<file path="config.mk">
export PLATFORM = sky130hd
export DESIGN_NAME = feedback_receiver
export DESIGN_NICKNAME = d
export VERILOG_FILES = /design/src/rtl/feedback_pkg.sv /design/src/rtl/feedback_receiver_link_watchdog.sv /design/src/rtl/feedback_receiver.sv
export SDC_FILE = /design/constraint.sdc
export NUM_CORES = 1
export LEC_CHECK = 0
export ABC_AREA = 1
export CORE_MARGIN = 3
export CORE_UTILIZATION = 30
export DETAILED_ROUTE_END_ITERATION = 7
export PLACE_DENSITY = 0.52
export SLEW_MARGIN = 10
export SYNTH_ARGS = -nofsm -noshare
export SYNTH_HDL_FRONTEND = slang
export SYNTH_SLANG_ARGS = --single-unit
export TNS_END_PERCENT = 5
</file>
<file path="constraint.sdc">
create_clock -name clock -period 1.4 [get_ports clock]
set_input_delay 0.28 -clock clock [delete_from_list [all_inputs] [get_ports clock]]
set_output_delay 0.28 -clock clock [all_outputs]
set_load 0.05 [all_outputs]
</file>
<file path="src/rtl/feedback_pkg.sv">
// Shared definitions for the feedback receiver: byte type codes, status bit
// positions, link/filter state encodings and the byte classifier.
package feedback_pkg;

  localparam logic [1:0] TYPE_STATUS = 2'b01;
  localparam logic [1:0] TYPE_ECHO   = 2'b10;

  localparam int BIT_PLAYER_READY = 2;
  localparam int BIT_HAS_ITEM     = 3;
  localparam int BIT_TARGET_READY = 4;
  localparam int BIT_GAME_RUNNING = 5;

  typedef enum logic {
    LINK_DOWN = 1'b0,
    LINK_UP   = 1'b1
  } link_state_e;

  typedef enum logic {
    NO_CAND   = 1'b0,
    HAVE_CAND = 1'b1
  } filter_state_e;

  typedef enum logic [1:0] {
    BYTE_STATUS = 2'd0,
    BYTE_ECHO   = 2'd1,
    BYTE_ERROR  = 2'd2
  } byte_kind_e;

  // A status byte with either of its top two bits set is malformed.
  function automatic byte_kind_e classify(input logic [7:0] b);
    if (b[1:0] == TYPE_ECHO) return BYTE_ECHO;
    if (b[1:0] == TYPE_STATUS && b[7:6] == 2'b00) return BYTE_STATUS;
    return BYTE_ERROR;
  endfunction

endpackage

</file>
<file path="src/rtl/feedback_receiver_link_watchdog.sv">
// Link liveness tracker: counts idle cycles in LINK_UP and drops the link
// after TIMEOUT_CYCLES without a kick. A kick in the expiring cycle wins.
module link_watchdog
  import feedback_pkg::*;
#(
  parameter int unsigned TIMEOUT_CYCLES = 153600
) (
  input  logic clock,
  input  logic reset,
  input  logic kick,
  input  logic freeze,
  output logic alive,
  output logic expire
);

  localparam int WD_W = (TIMEOUT_CYCLES > 1) ? $clog2(TIMEOUT_CYCLES) : 1;
  localparam logic [WD_W-1:0] WD_LAST = WD_W'(TIMEOUT_CYCLES - 1);

  link_state_e     state_q, state_d;
  logic [WD_W-1:0] cnt_q, cnt_d;

  // NOTE: sequential state is written with non-blocking assignments only, so
  // every flop samples the pre-edge values regardless of statement order.
  always_ff @(posedge clock) begin
    if (!reset) begin
      state_q <= LINK_DOWN;
      cnt_q   <= '0;
    end else begin
      state_q <= state_d;
      cnt_q   <= cnt_d;
    end
  end

  // NOTE: every combinational output gets a default first, so no path
  // through the block can leave it unassigned and infer a latch.
  always_comb begin
    state_d = state_q;
    cnt_d   = cnt_q;
    if (freeze) begin
      cnt_d = '0;
    end else if (kick) begin
      state_d = LINK_UP;
      cnt_d   = '0;
    end else if (state_q == LINK_UP) begin
      if (cnt_q == WD_LAST) begin
        state_d = LINK_DOWN;
        cnt_d   = '0;
      end else begin
        cnt_d = cnt_q + WD_W'(1);
      end
    end
  end

  always_comb begin
    alive  = (state_q == LINK_UP);
    expire = (state_q == LINK_UP) && !freeze && !kick && (cnt_q == WD_LAST);
  end

endmodule

</file>
<file path="src/rtl/feedback_receiver.sv">
// Decodes the status/echo byte stream from the UART receiver into registered
// flags, pulses and saturating counters, with glitch filtering and link watchdog.
module feedback_receiver
  import feedback_pkg::*;
#(
  parameter int unsigned TIMEOUT_CYCLES = 153600,
  parameter bit          FILTER_EN      = 1'b1,
  parameter int          CNT_W          = 8
) (
  input  logic             clock,
  input  logic             reset,
  input  logic             script_mode,
  input  logic [7:0]       data_bits,
  input  logic             data_valid,
  output logic             player_ready,
  output logic             has_item,
  output logic             target_ready,
  output logic             game_running,
  output logic             ready_rise,
  output logic [5:0]       target_echo,
  output logic             echo_valid,
  output logic             link_alive,
  output logic [CNT_W-1:0] frame_cnt,
  output logic [CNT_W-1:0] err_cnt,
  output logic [7:0]       last_byte
);

  localparam logic [CNT_W-1:0] CNT_MAX = {CNT_W{1'b1}};

  logic          valid_q;
  logic          blocked_q;
  byte_kind_e    kind;
  logic          take;
  logic          is_status;
  logic          is_echo;
  logic          is_error;
  logic          accept;
  logic          apply;
  logic          expire;
  filter_state_e fstate_q, fstate_d;
  logic [7:0]    cand_q, cand_d;

  always_comb begin
    kind      = classify(data_bits);
    take      = data_valid && !valid_q && !blocked_q && !script_mode;
    is_status = take && (kind == BYTE_STATUS);
    is_echo   = take && (kind == BYTE_ECHO);
    is_error  = take && (kind == BYTE_ERROR);
    accept    = is_status || is_echo;
  end

  // Status glitch filter: a status byte is applied only when it repeats the
  // previous status byte seen since the candidate was last cleared.
  always_ff @(posedge clock) begin
    if (!reset) begin
      fstate_q <= NO_CAND;
      cand_q   <= '0;
    end else begin
      fstate_q <= fstate_d;
      cand_q   <= cand_d;
    end
  end

  always_comb begin
    fstate_d = fstate_q;
    cand_d   = cand_q;
    if (script_mode || expire) begin
      fstate_d = NO_CAND;
      cand_d   = '0;
    end else if (is_status) begin
      fstate_d = HAVE_CAND;
      cand_d   = data_bits;
    end
  end

  always_comb begin
    apply = is_status &&
            (!FILTER_EN || (fstate_q == HAVE_CAND && data_bits == cand_q));
  end

  // blocked_q keeps a byte that straddles reset from being sampled after it.
  always_ff @(posedge clock) begin
    if (!reset) begin
      valid_q      <= 1'b0;
      blocked_q    <= data_valid;
      player_ready <= 1'b0;
      has_item     <= 1'b0;
      target_ready <= 1'b0;
      game_running <= 1'b0;
      ready_rise   <= 1'b0;
      target_echo  <= '0;
      echo_valid   <= 1'b0;
      frame_cnt    <= '0;
      err_cnt      <= '0;
      last_byte    <= '0;
    end else begin
      valid_q    <= data_valid;
      ready_rise <= 1'b0;
      echo_valid <= 1'b0;
      if (!data_valid) blocked_q <= 1'b0;

      if (apply) begin
        player_ready <= data_bits[BIT_PLAYER_READY];
        has_item     <= data_bits[BIT_HAS_ITEM];
        target_ready <= data_bits[BIT_TARGET_READY];
        game_running <= data_bits[BIT_GAME_RUNNING];
        ready_rise   <= data_bits[BIT_TARGET_READY] && !target_ready;
      end

      if (is_echo) begin
        target_echo <= data_bits[7:2];
        echo_valid  <= 1'b1;
      end

      if (accept && frame_cnt != CNT_MAX) frame_cnt <= frame_cnt + CNT_W'(1);
      if (is_error && err_cnt != CNT_MAX) err_cnt <= err_cnt + CNT_W'(1);
      if (accept || is_error) last_byte <= data_bits;
    end
  end

  link_watchdog #(
    .TIMEOUT_CYCLES(TIMEOUT_CYCLES)
  ) u_watchdog (
    .clock (clock),
    .reset (reset),
    .kick  (accept),
    .freeze(script_mode),
    .alive (link_alive),
    .expire(expire)
  );

endmodule

</file>
# Word level (Yosys, flattened, before mapping)
# Cells that the tools add are included.
# word_totals
reg_bits	66
wordCells	71
in_bits	12
# op_classes
n_reduce_logical	28
n_eq_ne	9
bitwise_logic	1
n_addsub	3
n_mux	14
# op_table
op	count
18-bit by 1-bit adder with 18-bit output (second input constant)	1
18-bit equality test (second input constant)	1
18-bit 2-to-1 mux	1
8-bit by 1-bit adder with 8-bit output (second input constant)	2
8-bit inequality test (second input constant)	2
1-bit logical AND	15
1-bit 2-to-1 mux	9
8-bit equality test	1
2-bit 2-to-1 mux	4
1-bit zero test	5
2-bit by 1-bit equality test with 1-bit output (second input constant)	2
2-bit equality test (second input constant)	2
2-bit zero test	2
1-bit logical OR	3
3-bit OR reduction	1
2-bit inequality test (second input constant)	1
2-bit AND reduction	1
2-bit OR reduction	1
1-bit NOT	1

# Depth between registers and ports, before layout
# Gate-level depths: netlist of run 1.
# logic_depth
word_depth	14
depth_mapped	10
ltp_nobuf	10

# Modules after synthesis
# From an unflattened synthesis of run 1, not the netlist that was laid out.
# hier_totals
hier_cells	459
area_unflattened_um2	3224.3
# by_module_without_submodules
module	area_each_um2	n_inst	cells_per_inst	seq_area_each_um2
feedback_receiver	2208.4	1	310	950.9
link_watchdog	1016.0	1	149	380.4

# Least setup slack after synthesis of run 1
# No wires, ideal clock.
# synth_path
path_kind	register to register
startpoint	register frame_cnt[1]
endpoint	register frame_cnt[7]
slack_ns	-0.439
t_arrival_ns	1.768
setup_ns	0.071
stages_incl_launch_ff	9
period_less_slack_ns	1.839
path_cell_list	dfxtp_1 -> ha_1 -> nand3_1 -> nor2_1 -> nand3_2 -> nand2_2 -> buf_6 -> nand2_1 -> a21oi_1
# synth_between
elab_chain_cells	2
# synth_rtl
element	line_no	source
from (decl)	feedback_receiver.sv:23	output logic [CNT_W-1:0] frame_cnt,
from (signal assigned)	feedback_receiver.sv:115	if (accept && frame_cnt != CNT_MAX) frame_cnt <= frame_cnt + CNT_W'(1);
branches (longest 2 deep; another with 8-bit by 1-bit adder with 8-bit output)	-	
# Several ways; the timed one is not identified.
# A chain may end at the register's enable or synchronous reset.

# Worst setup path in the final report of run 1
# layout_path
startpoint	register u_watchdog.cnt_q[0]
endpoint	register cand_q[6]
# layout_between
elab_chain_cells	4
# layout_rtl
element	line_no	source
from (decl)	feedback_receiver_link_watchdog.sv:20	logic [WD_W-1:0] cnt_q, cnt_d;
from (signal assigned)	feedback_receiver_link_watchdog.sv:30	cnt_q <= cnt_d;
18-bit equality test	feedback_receiver_link_watchdog.sv:56	expire = (state_q == LINK_UP) && !freeze && !kick && (cnt_q == WD_LAST);
1-bit logical AND	feedback_receiver_link_watchdog.sv:56	
1-bit logical OR	feedback_receiver.sv:67	if (script_mode || expire) begin
2-bit OR reduction (no line)	-	
to (signal assigned)	feedback_receiver.sv:60	cand_q <= cand_d;
to (decl)	feedback_receiver.sv:41	logic [7:0] cand_q, cand_d;
# No other way between the ends.

==> results.md, run 1 <==
Outcome:
- The flow ran to the end, but the final reports show violations.
- The final reports fail on setup timing.

Setup path:
- The critical path class is reg2reg.
- STA classifies the critical path endpoint as a flip-flop.
- In this design, the stage delay of the slowest critical-path cell is 0.36 ns.
- Data arrives at the worst endpoint at around 1.7 ns.
- The critical path goes through ha_4, nand2_4, nor2_4, nand2_2, nor2_4, nand2_4, o21ai_4, nor3_1.
- The cell family with the largest share of critical-path delay is simple AND/OR/NAND/NOR gates.
- The worst setup path is launched from a flip-flop.
- The critical path buffer and inverter count is 0.
- The worst register-to-register path begins at u_watchdog.cnt_q[0]$_SDFFE_PP0P_.
- The first element of the critical path is u_watchdog.cnt_q[0]$_SDFFE_PP0P_.
- The data required time at the worst endpoint is between 1.5 and 2 ns.
- The highest net fanout along the worst path is 5.
- For this design, the slowest cell found on the critical path is sky130_fd_sc_hd__dfxtp_2.

Floorplan:
- The I/O pin count is between 40 and 50.
- The floorplan step defined a die boundary enclosing around 12000 sq um.
- The die span in x is between 100 and 150 um.
- Row generation in the floorplan step produced 36 rows.
- Once the floorplan was initialized, standard cells occupied about a third of the core.
- The vertical extent of the die is about 110 um.
- The placeable core region is 10040 sq um.

Timing:
- The final number of setup-violating endpoints is 7.
- The number of slew-limit violations in the final report was 0.
- The worst path setup slack after routing is -0.02188 ns.
- The final hold violation count is 0.
- Derived from the worst setup path, the maximum achievable clock frequency is between 700 and 800 MHz.
- Setup repair after global routing could not meet its margin everywhere.
- Measured against its own limit, the worst slew margin works out to about four fifths.
- The shortest period the worst path allows is ~1.4 ns.
- For the pin with the worst max-slew slack, the measured transition is 0.2852 ns.
- The final critical-path share of the clock period is 101.6%.
- For the final database, setup skew stands at ~0.0079 ns.
- On the final layout, the worst hold slack is roughly 0.25 ns.

Placed design:
- The weighted congestion reported at the end of routability-driven placement is slightly above 0.8.
- Detailed placement ended at an HPWL of approximately 6.1 mm.
- After detailed placement, the design holds a cell count of between 600 and 700.
- Buffers placed on the I/O ports in this run total 48.
- At the placement stage, the worst setup path has a slack of -0.4835 ns.

Drt:
- The detailed router finished its first iteration with between 90 and 100 violations.
- In the routed layout, each cell is associated on average with a via count of roughly 4.5.
- The via count of the routed design is roughly 3000.
- For this run, the detailed router's first-pass iteration total came to 4.
- In the routed design, unresolved DRC markers number 0.
- In this run the remaining antenna-violating nets after routing total 0.
- Dividing the detail-routed wire length by the instance count gives 12.17 um.
- The routed wire length is 8.360 mm.

Global routing:
- The first global-routing pass estimated 13.77 mm of wire.
- Global routing used 14.80% of the available tracks.
- The via count of the first global-routing pass is 2997.
- The number of antenna violations at the first check in global routing was 0.
- The pin count of the biggest net entering global routing is 23.
- The aggregate global routing overflow is 0.

Clock network:
- The CTS buffer count is 9.
- The number of buffers on the longest clock path is 2.
- The root cell of the clock tree is sky130_fd_sc_hd__clkbuf_8.
- The CTS sink count is between 60 and 70.
- The clock transition time at the flip-flop clock pins of the worst setup and hold paths is 0.07 ns.
- The source-to-sink clock delay at the later pin of the worst-skew pair is 0.34 ns.
- The clock tree synthesis step divided the H-tree into 3 levels.
- After clock tree synthesis, the flow added hold-fix buffers numbering 0.
- TritonCTS built the clock tree.

Yosys:
- Counting flops with a built-in enable in the synthesized netlist gives 1.
- The area fraction of the dominant cell type after synthesis is about two fifths.
- Of all cell types, the one taking the most synthesized area is sky130_fd_sc_hd__dfxtp_1.
- Ranked by instance count, the synthesized netlist is headed by 108 x sky130_fd_sc_hd__nand2_1, 65 x sky130_fd_sc_hd__dfxtp_1, 52 x sky130_fd_sc_hd__inv_1, 50 x sky130_fd_sc_hd__nor2_1, 35 x sky130_fd_sc_hd__a21oi_1.
- Averaged over all synthesized cells, the footprint is about 7.3 sq um.
- The count of unique library cells instantiated by Yosys is 36.
- Among all flip-flop cells after synthesis, the most frequent one is sky130_fd_sc_hd__dfxtp_1.
- The most frequently used cell type in the post-synthesis netlist is sky130_fd_sc_hd__nand2_1.
- The warning count from the yosys run is 0.
- The async set-or-reset flop fraction in the synthesized netlist is 0%.
- Counting every instance in the synthesized netlist gives 437.
- Of the synthesized area, sequential elements account for between 40% and 50%.
- Synthesis produced a netlist with a net count of 452.
- The post-synthesis cell area is between 3000 and 4000 sq um.
- The post-synthesis sequential element count is 66.
- In the post-synthesis netlist, the biggest area contributors are sky130_fd_sc_hd__dfxtp_1 41%, sky130_fd_sc_hd__nand2_1 13%, sky130_fd_sc_hd__inv_1 6.1%, sky130_fd_sc_hd__nor2_1 5.9%, sky130_fd_sc_hd__a21oi_1 5.5%.

Worst hold path:
- The classification of the worst-slack hold path is in2reg.
- The worst hold path begins at data_valid.

Pwr:
- The power density relative to cell area is just under 800 nW/um^2.
- The leakage power total is 0.002118 uW.
- The peak ir drop on the vdd network is 392.2 uV.
- The total power draw is around 4000 uW.

Layout:
- The post-synthesis to final-layout area growth is 59.79%.
- Once layout is complete, the cells apart from fillers number 687.
- The number of antenna repair diodes is 0.
- For this run, the post-layout net count is about 560.
- The fraction of final layout cells with drive strength greater than 1 is between 30 and 40%.

Job:
- The max-capacitance violation count is 0.
-- worst reg2reg max path, stage by stage, from the launching register on --
cell and delay [ns]:
sky130_fd_sc_hd__dfxtp_2 0.36, sky130_fd_sc_hd__ha_4 0.15, sky130_fd_sc_hd__nand2_4 0.05, sky130_fd_sc_hd__nor2_4 0.12, sky130_fd_sc_hd__nand2_2 0.08, sky130_fd_sc_hd__nor2_4 0.14, sky130_fd_sc_hd__nand2_4 0.11, sky130_fd_sc_hd__o21ai_4 0.23
sky130_fd_sc_hd__nor3_1 0.07
-- routing by layer --
metal / wire, um / vias to the layer above / GRT usage, %
li1: - / 1603 / -
met1: 3711 / 1432 / 17.55
met2: 4277 / 48 / 26.18
met3: 283 / 9 / 4.263
met4: 88 / 0 / 3.607
met5: 0 / - / 0
-- report_power, final --
part	internal [uW]	switching, uW
Sequential	1900	27.5
Combinational	219	270
Clock	784	721
-- cells by family (layout without fill, tap and decap cells) --
family | after synthesis | after routing | synth area share, %
simple gates | 231 | 231 | 34.57
flops | 66 | 66 | 41.94
buf+inv | 64 | 180 | 8.120
compound gates | 57 | 58 | 9.776
xor+xnor | 16 | 16 | 4.415
fa+ha+maj | 3 | 3 | 1.183
-- what timing repair did --
item | 4_1_cts | 5_1_grt
buffers inserted | 2 | 0
gates resized for setup | 18 | 38
setup endpoints to repair | 32 | 46
endpoints found under the hold margin | 0 | 0
gates cloned | 1 | 0
pin swaps | 10 | 17
-- layout make-up --
| class | instances | area [sq um] |
|---|---|---|
| fillers | 977 | 4972 |
| multi-input cells | 308 | 1822 |
| flip-flops and latches | 66 | 1366 |
| repair buffers | 107 | 1316 |
| inverters | 57 | 214.0 |
| well taps | 133 | 166.4 |
| clock buffers | 12 | 165.2 |
| clock inverters | 4 | 22.52 |
-- through the flow --
| step | area (sq um) | util, % | setup TNS (ns) |
|---|---|---|---|
| CTS | 4940 | 49.18 | -0.3795 |
| global route | 5072 | 50.50 | -2.477 |
| global placement | 4674 | 46.54 | -19.74 |
| floorplan | 3261 | - | -0.1236 |
| finish | 5072 | 50.50 | -0.1098 |
| detailed placement | 4674 | 46.54 | -21.18 |
-- cell usage in the layout, fill, tap and decap left out, types with 3 or more instances in the layout --
master,n
sky130_fd_sc_hd__nand2_2,5
sky130_fd_sc_hd__dfxtp_4,5
sky130_fd_sc_hd__buf_12,38
sky130_fd_sc_hd__nand3_1,22
sky130_fd_sc_hd__inv_1,50
sky130_fd_sc_hd__dfxtp_2,13
sky130_fd_sc_hd__nor2_1,36
sky130_fd_sc_hd__buf_4,55
sky130_fd_sc_hd__o21ai_1,7
sky130_fd_sc_hd__nand2_4,9
sky130_fd_sc_hd__nand3_2,10
sky130_fd_sc_hd__ha_4,3
sky130_fd_sc_hd__nor2_4,9
sky130_fd_sc_hd__buf_6,3
sky130_fd_sc_hd__xnor2_1,8
sky130_fd_sc_hd__a21oi_2,3
sky130_fd_sc_hd__nand4_1,3
sky130_fd_sc_hd__nand2_1,102
sky130_fd_sc_hd__o21ai_0,8
sky130_fd_sc_hd__clkbuf_8,12
sky130_fd_sc_hd__inv_2,6
sky130_fd_sc_hd__a21oi_1,33
sky130_fd_sc_hd__nor2_2,17
sky130_fd_sc_hd__clkdlybuf4s50_1,7
sky130_fd_sc_hd__nor3_1,8
sky130_fd_sc_hd__xor2_1,8
sky130_fd_sc_hd__dfxtp_1,47
sky130_fd_sc_hd__dlygate4sd2_1,3
-- registers in the layout, summed over array words and instances, names as in the netlist, 6 cells and up --
register and count:
cand_q 8, err_cnt 8, frame_cnt 8, last_byte 8
target_echo 6, u_watchdog.cnt_q 18
-- final timing paths --
path | slack (ns) | cells after the start | endpoint
min | 0.25 | 3 | valid_q$_SDFF_PN0_
max reg2reg | -0.02 | 8 | cand_q[6]$_SDFFE_PP0P_
max | -0.02 | 8 | cand_q[6]$_SDFFE_PP0P_
min reg2reg | 0.46 | 2 | fstate_q$_SDFFE_PP0P_
(Power assumes the default switching activity.)
==> inputs of run 2 (changes only) <==
==> constraint.sdc (replaced) <==
create_clock -name clock -period 1.4 [get_ports clock]
set_input_delay 0.21 -clock clock [delete_from_list [all_inputs] [get_ports clock]]
set_output_delay 0.21 -clock clock [all_outputs]
set_load 0.05 [all_outputs]
==> run 2 against run 1 <==
  * The flow now finishes without violations
  * Routed wire length fell by 4.1%
  * First-iteration DRC count decreased by 20%
  * Cell area up 0.22%
  * Fmax grew 2.4%
  * Sequential power barely moved
  * Final cell count is the same
==> results.md, run 2 (synthesis results as in run 1) <==
Placed design:
- The area of placed instances is 4674 sq um.
- The pre-CTS setup slack is -0.4007 ns.
- The final HPWL from detailed placement is 6.023 mm.
- Buffers placed on the I/O ports in this run total between 40 and 50.
- The weighted congestion reported at the end of routability-driven placement is 0.8250.

Setup path:
- The launching element type of the critical path is a flip-flop.
- The endpoint class of the critical path is a flip-flop.
- The critical path in this run is classified as reg2reg.
- For this design, the slowest cell found on the critical path is sky130_fd_sc_hd__dfxtp_2.
- Walking the worst path, the cells encountered are ha_4, nand2_2, nor2_4, nand2_2, nor2_4, nand2_4, o21ai_4, buf_12, nor3_1.
- STA puts the critical path data arrival time at 1.63 ns.
- Together, buffers and inverters on the worst path number 1.
- Counting buffers and inverters, the worst setup path is 9 cells deep.
- The cell family with the largest share of critical-path delay is simple AND/OR/NAND/NOR gates.
- The highest net fanout along the worst path is 9.
- The worst reg2reg path depth is 9.
- The data required time at the worst endpoint is ~1.7 ns.
- The biggest cell delay along the critical path is 0.36 ns.

Timing:
- Setup repair after global routing could not meet its margin everywhere.
- The final hold violation count was 0.
- The worst clock skew is approximately 0.012 ns.
- Derived from the worst setup path, the maximum achievable clock frequency is 720.5 MHz.
- The number of slew-limit violations in the final report is 0.
- The worst pin sits at a relative slew slack of around four fifths.
- Setup violations remaining at the end of the flow were counted as 0.
- The worst path setup slack after routing is ~0.012 ns.
- The worst path uses 99.14% of the clock period.
- The actual slew at the worst max-slew pin is between 0.2 and 0.3 ns.
- The clock period could shrink to 1.388 ns.
- The summed negative setup slack over all endpoints is 0 ns.

Floorplan:
- The floorplan step defined a core boundary enclosing 10040 sq um.
- The die is roughly 110 um wide.
- The initial standard-cell utilization of the core is a little under a third.
- In this run the core area contains 36 standard-cell rows.
- The floorplan die area is ~12000 sq um.
- From bottom edge to top edge, the die measures 108.9 um.
- The I/O pin count is 49.

Drt:
- The via count of the routed design is ~3000.
- The DRC violation count after routing is 0.
- The mean routed wirelength per cell is roughly 12 um.
- The first routing iteration left between 70 and 80 violations.
- The count of antenna-violating nets left after detailed routing is 0.
- For this run, the detailed router's first-pass iteration total came to 4.
- The number of vias per cell after detailed routing is 4.399.
- The routed wire length is ~8 mm.

Pwr:
- The share of power burned in registers is ~46%.
- For this design the total switching power over the nets is between 1000 and 1500 uW.
- The leakage power total is 0.002100 uW.
- Power spread over the standard cell area amounts to about 830 nW/um^2.
- The internal cell power is 3165 uW.
- The peak ir drop on the vdd network is 389.9 uV.
- Of the total power, the share spent switching nets is about 25%.
- Combinational logic burns a little under an eighth of the power.
- Of the total power, the clock network draws roughly 43%.

Clock network:
- Counting along the longest clock path gives a buffer depth of 2.
- The clock transition time at the flip-flop clock pins of the worst setup and hold paths is about 0.080 ns.
- The CTS buffer count is 9.
- The CTS H-tree depth is 3.
- The hold buffer count at cts is 0.
- The root cell of the clock tree is sky130_fd_sc_hd__clkbuf_8.
- The CTS sink count is 66.
- The source-to-sink clock delay at the later pin of the worst-skew pair is between 0.3 and 0.4 ns.
- The TritonCTS clock tree is done.

Global routing:
- The number of antenna violations at the first check in global routing is 0.
- Across every metal layer, demand over resource in global routing totals 14.57%.
- The total overflow left after global routing is 0.
- Entering global routing, the biggest net connects 23 pins.
- The via count of the first global-routing pass came to between 2000 and 3000.
- The global-route wire length before repair is roughly 13 mm.

Layout:
- The register with the most flip-flops in the layout has 18 of them.
- The area growth from synthesis to layout is 60.15%.
- Cells with a size suffix above 1 make up a little over a third of the layout.
- The register with the highest flop count is u_watchdog.cnt_q.
- The final instance area is slightly above 5000 sq um.
- 0 antenna diodes ended up in the layout.
- For this run, the share of the core covered by cells in the final layout is between 50% and 60%.
- The library cells used most frequently in the layout, excluding fill and tap cells, are 103 x sky130_fd_sc_hd__nand2_1, 56 x sky130_fd_sc_hd__buf_4, 50 x sky130_fd_sc_hd__inv_1, 46 x sky130_fd_sc_hd__dfxtp_1.
- The final layout contains 564 nets.
- Leaving out fill and tap cells, the most frequent cell in the layout is sky130_fd_sc_hd__nand2_1.

Worst hold path:
- The number of cells on the worst hold path is 4.
- The min-delay analysis places its worst path in the category in2reg.

Job:
- The max-capacitance violation count is 0.

Outcome:
- The flow ran to the end, and the final reports show no timing, DRC or antenna violations.
[run 2: cell count changes in the layout (fill, tap and decap cells not counted), moves of 3 or more]
cell                            before  now
sky130_fd_sc_hd__nand2_2             5    8
sky130_fd_sc_hd__nand2_4             9    5
sky130_fd_sc_hd__nor2_2             17   13
sky130_fd_sc_hd__nor2_1             36   39
sky130_fd_sc_hd__dlygate4sd2_1       3    0
[run 2: layout make-up]
cell class                 count  area, sq um
clock buffer                  12        176.4
clock inverter                 4        53.80
fill                         939         4961
inverter                      57        214.0
multi-input combinational    307         1764
sequential                    66         1368
tap                          133        166.4
timing repair buffer         108         1341
[run 2: worst min-delay path: cells and delay by family]
family          cells  cell delay [ns]
buf+inv             3             0.39
compound gates      1             0.06
[run 2: path summary, 6_finish.rpt]
check	start	to	slack [ns]
hold reg to reg	fstate_q$_SDFFE_PP0P_	fstate_q$_SDFFE_PP0P_	0.46
hold / removal	script_mode	u_watchdog.alive$_SDFFE_PN0N_	0.35
setup / recovery	u_watchdog.cnt_q[1]$_SDFFE_PP0P_	cand_q[6]$_SDFFE_PP0P_	0.01
setup reg to reg	u_watchdog.cnt_q[1]$_SDFFE_PP0P_	cand_q[6]$_SDFFE_PP0P_	0.01
[run 2: layer usage]
| metal | wire (um) | global-route usage [%] | share of wire (%) |
|---|---|---|---|
| met3 | 318 | 3.552 | 4.0 |
| met5 | 0 | 0 | 0 |
| met4 | 140 | 5.861 | 1.7 |
| met2 | 3919 | 25.00 | 49 |
| met1 | 3642 | 17.40 | 45 |
[run 2: what timing repair did]
action | in CTS | in global routing
endpoints found under the setup margin | 24 | 46
endpoints found under the hold margin | 0 | 0
setup buffers | 3 | 0
resized for setup | 13 | 29
pin swaps | 8 | 5
[run 2: metrics by stage]
| stage | hold WS [ns] | total power [uW] | cells |
|---|---|---|---|
| after floorplan | 0.3131 | 2197 | 437 |
| after global placement | 0.4459 | 2451 | 668 |
| after detailed placement | 0.4517 | 2453 | 668 |
| after CTS | 0.4592 | 4300 | 687 |
| after global routing | 0.3532 | 4407 | 687 |
| final | 0.3469 | 4241 | 687 |
[run 2: power groups by stage]
stage,Combinational [uW],Clock [uW],Sequential (uW)
after floorplan,157,0,2040
after global placement,477,0,1970
after detailed placement,479,0,1970
after CTS,488,1880,1930
after global routing,523,1950,1930
final,485,1830,1930
==> inputs of run 3 (changes only) <==
--- a/config.mk
+++ b/config.mk
@@ -7,9 +7,9 @@
 export LEC_CHECK = 0
 export ABC_AREA = 1
 export CORE_MARGIN = 3
-export CORE_UTILIZATION = 30
+export CORE_UTILIZATION = 48
 export DETAILED_ROUTE_END_ITERATION = 7
-export PLACE_DENSITY = 0.52
+export PLACE_DENSITY = 0.76
 export SLEW_MARGIN = 10
 export SYNTH_ARGS = -nofsm -noshare
 export SYNTH_HDL_FRONTEND = slang
==> constraint.sdc (replaced) <==
create_clock -name clock -period 1.4 [get_ports clock]
set_input_delay 0.14 -clock clock [delete_from_list [all_inputs] [get_ports clock]]
set_output_delay 0.14 -clock clock [all_outputs]
set_load 0.05 [all_outputs]
==> run 3 against run 2 <==
  * The run now ends with setup timing left
  * Clock-buffer cell count down 1
  * Worst hold slack better by 0.11 ns
  * Routed wire length up 2.5%
  * Die area down 36%
  * Register-to-register slack worse by 0.07 ns
  * Global-route usage increased by 7.6 points
  * Non-clock buffer count shrank 6
  * Fmax shrank 4.9%
  * Critical path depth shrank 1
  * Final cell count down 8.9%
  * Flip-flop and latch count is the same
  * Clock skew is 0.0044 ns lower
  * Critical endpoint unchanged
  * Highest routed layer unchanged
==> results.md, run 3 (synthesis results as in run 1) <==
Placed design:
- The count of buffers added on input and output ports is 48.
- After legalization and detailed placement, the total HPWL measured 5.819 mm.
- The area of placed instances is 4344 sq um.
- The weighted congestion reported at the end of routability-driven placement is 0.8592.

Pwr:
- For this design the ratio of total power to cell area is about 860 nW/um^2.
- The total power draw is about 4000 uW.
- The leakage power total is approximately 0.002 uW.
- Across the VDD grid, the largest voltage drop is roughly 780 uV.

Setup path:
- The cell with the largest stage delay on the worst path is sky130_fd_sc_hd__dfxtp_2.
- The last element of the critical path is cand_q[6]$_SDFFE_PP0P_.
- The setup slack of the worst register-to-register path is -0.06 ns.
- STA classifies the critical path endpoint as a flip-flop.
- The first element of the critical path is u_watchdog.cnt_q[1]$_SDFFE_PP0P_.
- The worst setup path is launched from a flip-flop.
- Walking the worst path, the cells encountered are ha_4, nand2_2, nor2_4, nand2_2, nor2_4, nand2_4, o21ai_4, nor3_1.
- The worst reg2reg path depth is 8.
- On the worst path, the slowest cell contributes a delay of 0.35 ns.
- The highest net fanout along the worst path is 5.
- The launching point of the worst reg2reg path is u_watchdog.cnt_q[1]$_SDFFE_PP0P_.
- The data required time at the worst endpoint is ~1.6 ns.
- Data arrives at the worst endpoint at ~1.7 ns.
- The setup path with the least slack is of type reg2reg.
- The endpoint identified for the worst register-to-register timing path is cand_q[6]$_SDFFE_PP0P_.

Floorplan:
- The initialized floorplan defines 29 standard-cell rows.
- For this configuration, the core starts out at a cell density of 49.71%.
- The I/O pin count is 49.
- The placeable core region is ~6400 sq um.
- From left edge to right edge, the die measures between 80 and 90 um.
- The floorplan die area is 7625 sq um.
- The vertical extent of the die is just under 90 um.

Timing:
- Setup violations remaining at the end of the flow were counted as 13.
- Once routing completed, OpenROAD measured the worst setup slack at -0.05942 ns.
- The final critical-path share of the clock period is 104.2%.
- The highest achievable clock rate is about 700 MHz.
- Across all hold checks on the routed design, the worst slack comes to approximately 0.46 ns.
- The max-slew headroom at the worst pin is ~79%.
- The final hold violation count is 0.
- The number of slew-limit violations in the final report was 0.
- The routed design could run at a clock period as short as 1.459 ns.
- The clock arrives with 0.007832 ns of skew.
- At the pin with the least slew margin, the transition time is 0.3064 ns.
- Setup repair after global routing could not meet its margin everywhere.

Drt:
- For this block, the initial DRC count from the detailed router was ~180.
- Once detail routing completed, the nets flagged for antenna violations numbered 0.
- For this run, design rule violations remaining after detail routing come to 0.
- The first detailed-routing pass ran for 5 iterations.
- After detailed routing, the total wire length is between 8 and 9 mm.
- The routed layout has 3205 vias.
- The mean routed wirelength per cell is approximately 13 um.
- The number of vias per cell after detailed routing is around 5.1.

Global routing:
- The number of antenna violations at the first check in global routing came to 0.
- The via count of the first global-routing pass is between 3000 and 4000.
- Entering global routing, the biggest net connects 23 pins.
- After global routing the overflow that remains totals 0.
- The global-route wire length before repair is 13.42 mm.
- Global routing used 22.21% of the available tracks.

Layout:
- The commonest non-fill, non-tap cell in the layout is sky130_fd_sc_hd__nand2_1.
- Once layout is done, the placed cells without fillers occupy roughly 4700 sq um.
- The register with the most flip-flops in the layout has 18 of them.
- In the final layout, the share of cells above drive strength 1 is about a third.
- The layout has approximately 470 filler cells.
- The number of antenna diodes in the final layout is 0.
- The register with the highest flop count is u_watchdog.cnt_q.
- The area used by sequential logic in the layout is about 1400 sq um.
- The combined area of the multi-input logic cells is 1782 sq um.
- The net count of the finished layout is roughly 560.
- In the layout the commonest cells are 103 x sky130_fd_sc_hd__nand2_1, 69 x sky130_fd_sc_hd__buf_4, 50 x sky130_fd_sc_hd__inv_1, 50 x sky130_fd_sc_hd__dfxtp_1, 44 x sky130_fd_sc_hd__nor2_1.
- From synthesis to final layout, the design area changed by 48.13%.

Clock network:
- The root buffer cell chosen for the clock tree is sky130_fd_sc_hd__clkbuf_8.
- Buffers inserted during clock tree synthesis total 9.
- TritonCTS built the clock tree.
- The number of buffers on the longest clock path is 2.
- The clock tree synthesis step divided the H-tree into 3 levels.
- The clock drives 66 sinks.
- The clock transition time at the flip-flop clock pins of the worst setup and hold paths is about 0.070 ns.
- The hold buffer count at cts is 0.
- Clock latency on the worst-skew pair, taken at its later pin, is about 0.34 ns.

Job:
- The max-capacitance violation count is 0.

Worst hold path:
- The path class of the tightest hold or removal check is in2reg.
- The startpoint identified for the worst hold timing path is data_valid.

Outcome:
- The checks that failed: setup timing.
- The flow ran to the end, but the final reports show violations.
==> run 3: cell types whose count changed in the layout (fill, tap and decap cells not counted), sizes merged <==
| cell | delta |
|---|---|
| buf | -6 |
| o21ai | +1 |
| inv | -1 |
| clkbuf | -1 |
| clkdlybuf4s50 | +3 |
| dlymetal6s2s | -3 |
| clkinv | +2 |
==> run 3: power by group <==
part	internal, uW	switching [uW]
Clock	912	741
Combinational	188	269
Sequential	1900	19.5
==> run 3: through the flow <==
| step | std cells | util, % | TNS (ns) | worst slack (ns) |
|---|---|---|---|---|
| 3_5_place_dp | 609 | 68.03 | -11.69 | -0.3043 |
| 5_1_grt | 626 | 73.63 | -2.394 | -0.1256 |
| 4_1_cts | 626 | 72.30 | -0.1259 | -0.02738 |
| 3_3_place_gp | 609 | 68.03 | -10.65 | -0.2754 |
| 6_report | 626 | 73.63 | -0.3805 | -0.05942 |
| 2_1_floorplan | 437 | - | -0.1236 | -0.02397 |
==> run 3: layout make-up <==
cell class	instances	share of cell area (%)
clock buffers	11	3.220
clock inverters	5	1.091
inverters	57	4.550
multi-input cells	308	37.89
flip-flops and latches	66	29.03
well taps	77	2.049
repair buffers	102	22.17
==> run 3: per-layer routing <==
layer	track usage [%]	vias to the layer above	share of wire (%)
met5	0	-	0
met4	9.763	0	2.4
li1	-	1598	-
met1	26.47	1480	42
met2	38.84	108	50
met3	3.784	19	4.8
==> run 3: worst max-delay path: cells and delay by family (launching register included) <==
kind / cells / cell delay [ns]
AND/OR/NAND/NOR: 6 / 0.61
flip-flops: 1 / 0.35
AO/OA/AOI/OAI: 1 / 0.23
adder cells (fa/ha/maj): 1 / 0.14
==> run 3: worst min path at each step <==
stage          cells after the start  slack, ns                           to
2_1_floorplan                      2       0.24  target_echo[0]$_SDFFE_PN0P_
3_3_place_gp                       2       0.45        fstate_q$_SDFFE_PP0P_
3_5_place_dp                       2       0.45        fstate_q$_SDFFE_PP0P_
4_1_cts                            3       0.45           valid_q$_SDFF_PN0_
5_1_grt                            3       0.48       cand_q[3]$_SDFFE_PP0P_
6_report                           3       0.46           valid_q$_SDFF_PN0_
==> run 3: repair_timing <==
action	CTS	global route
hold endpoints to repair	0	0
resized for setup	15	23
buffers inserted	0	0
setup endpoints to repair	23	44
pin swaps	9	13
gates cloned	1	0
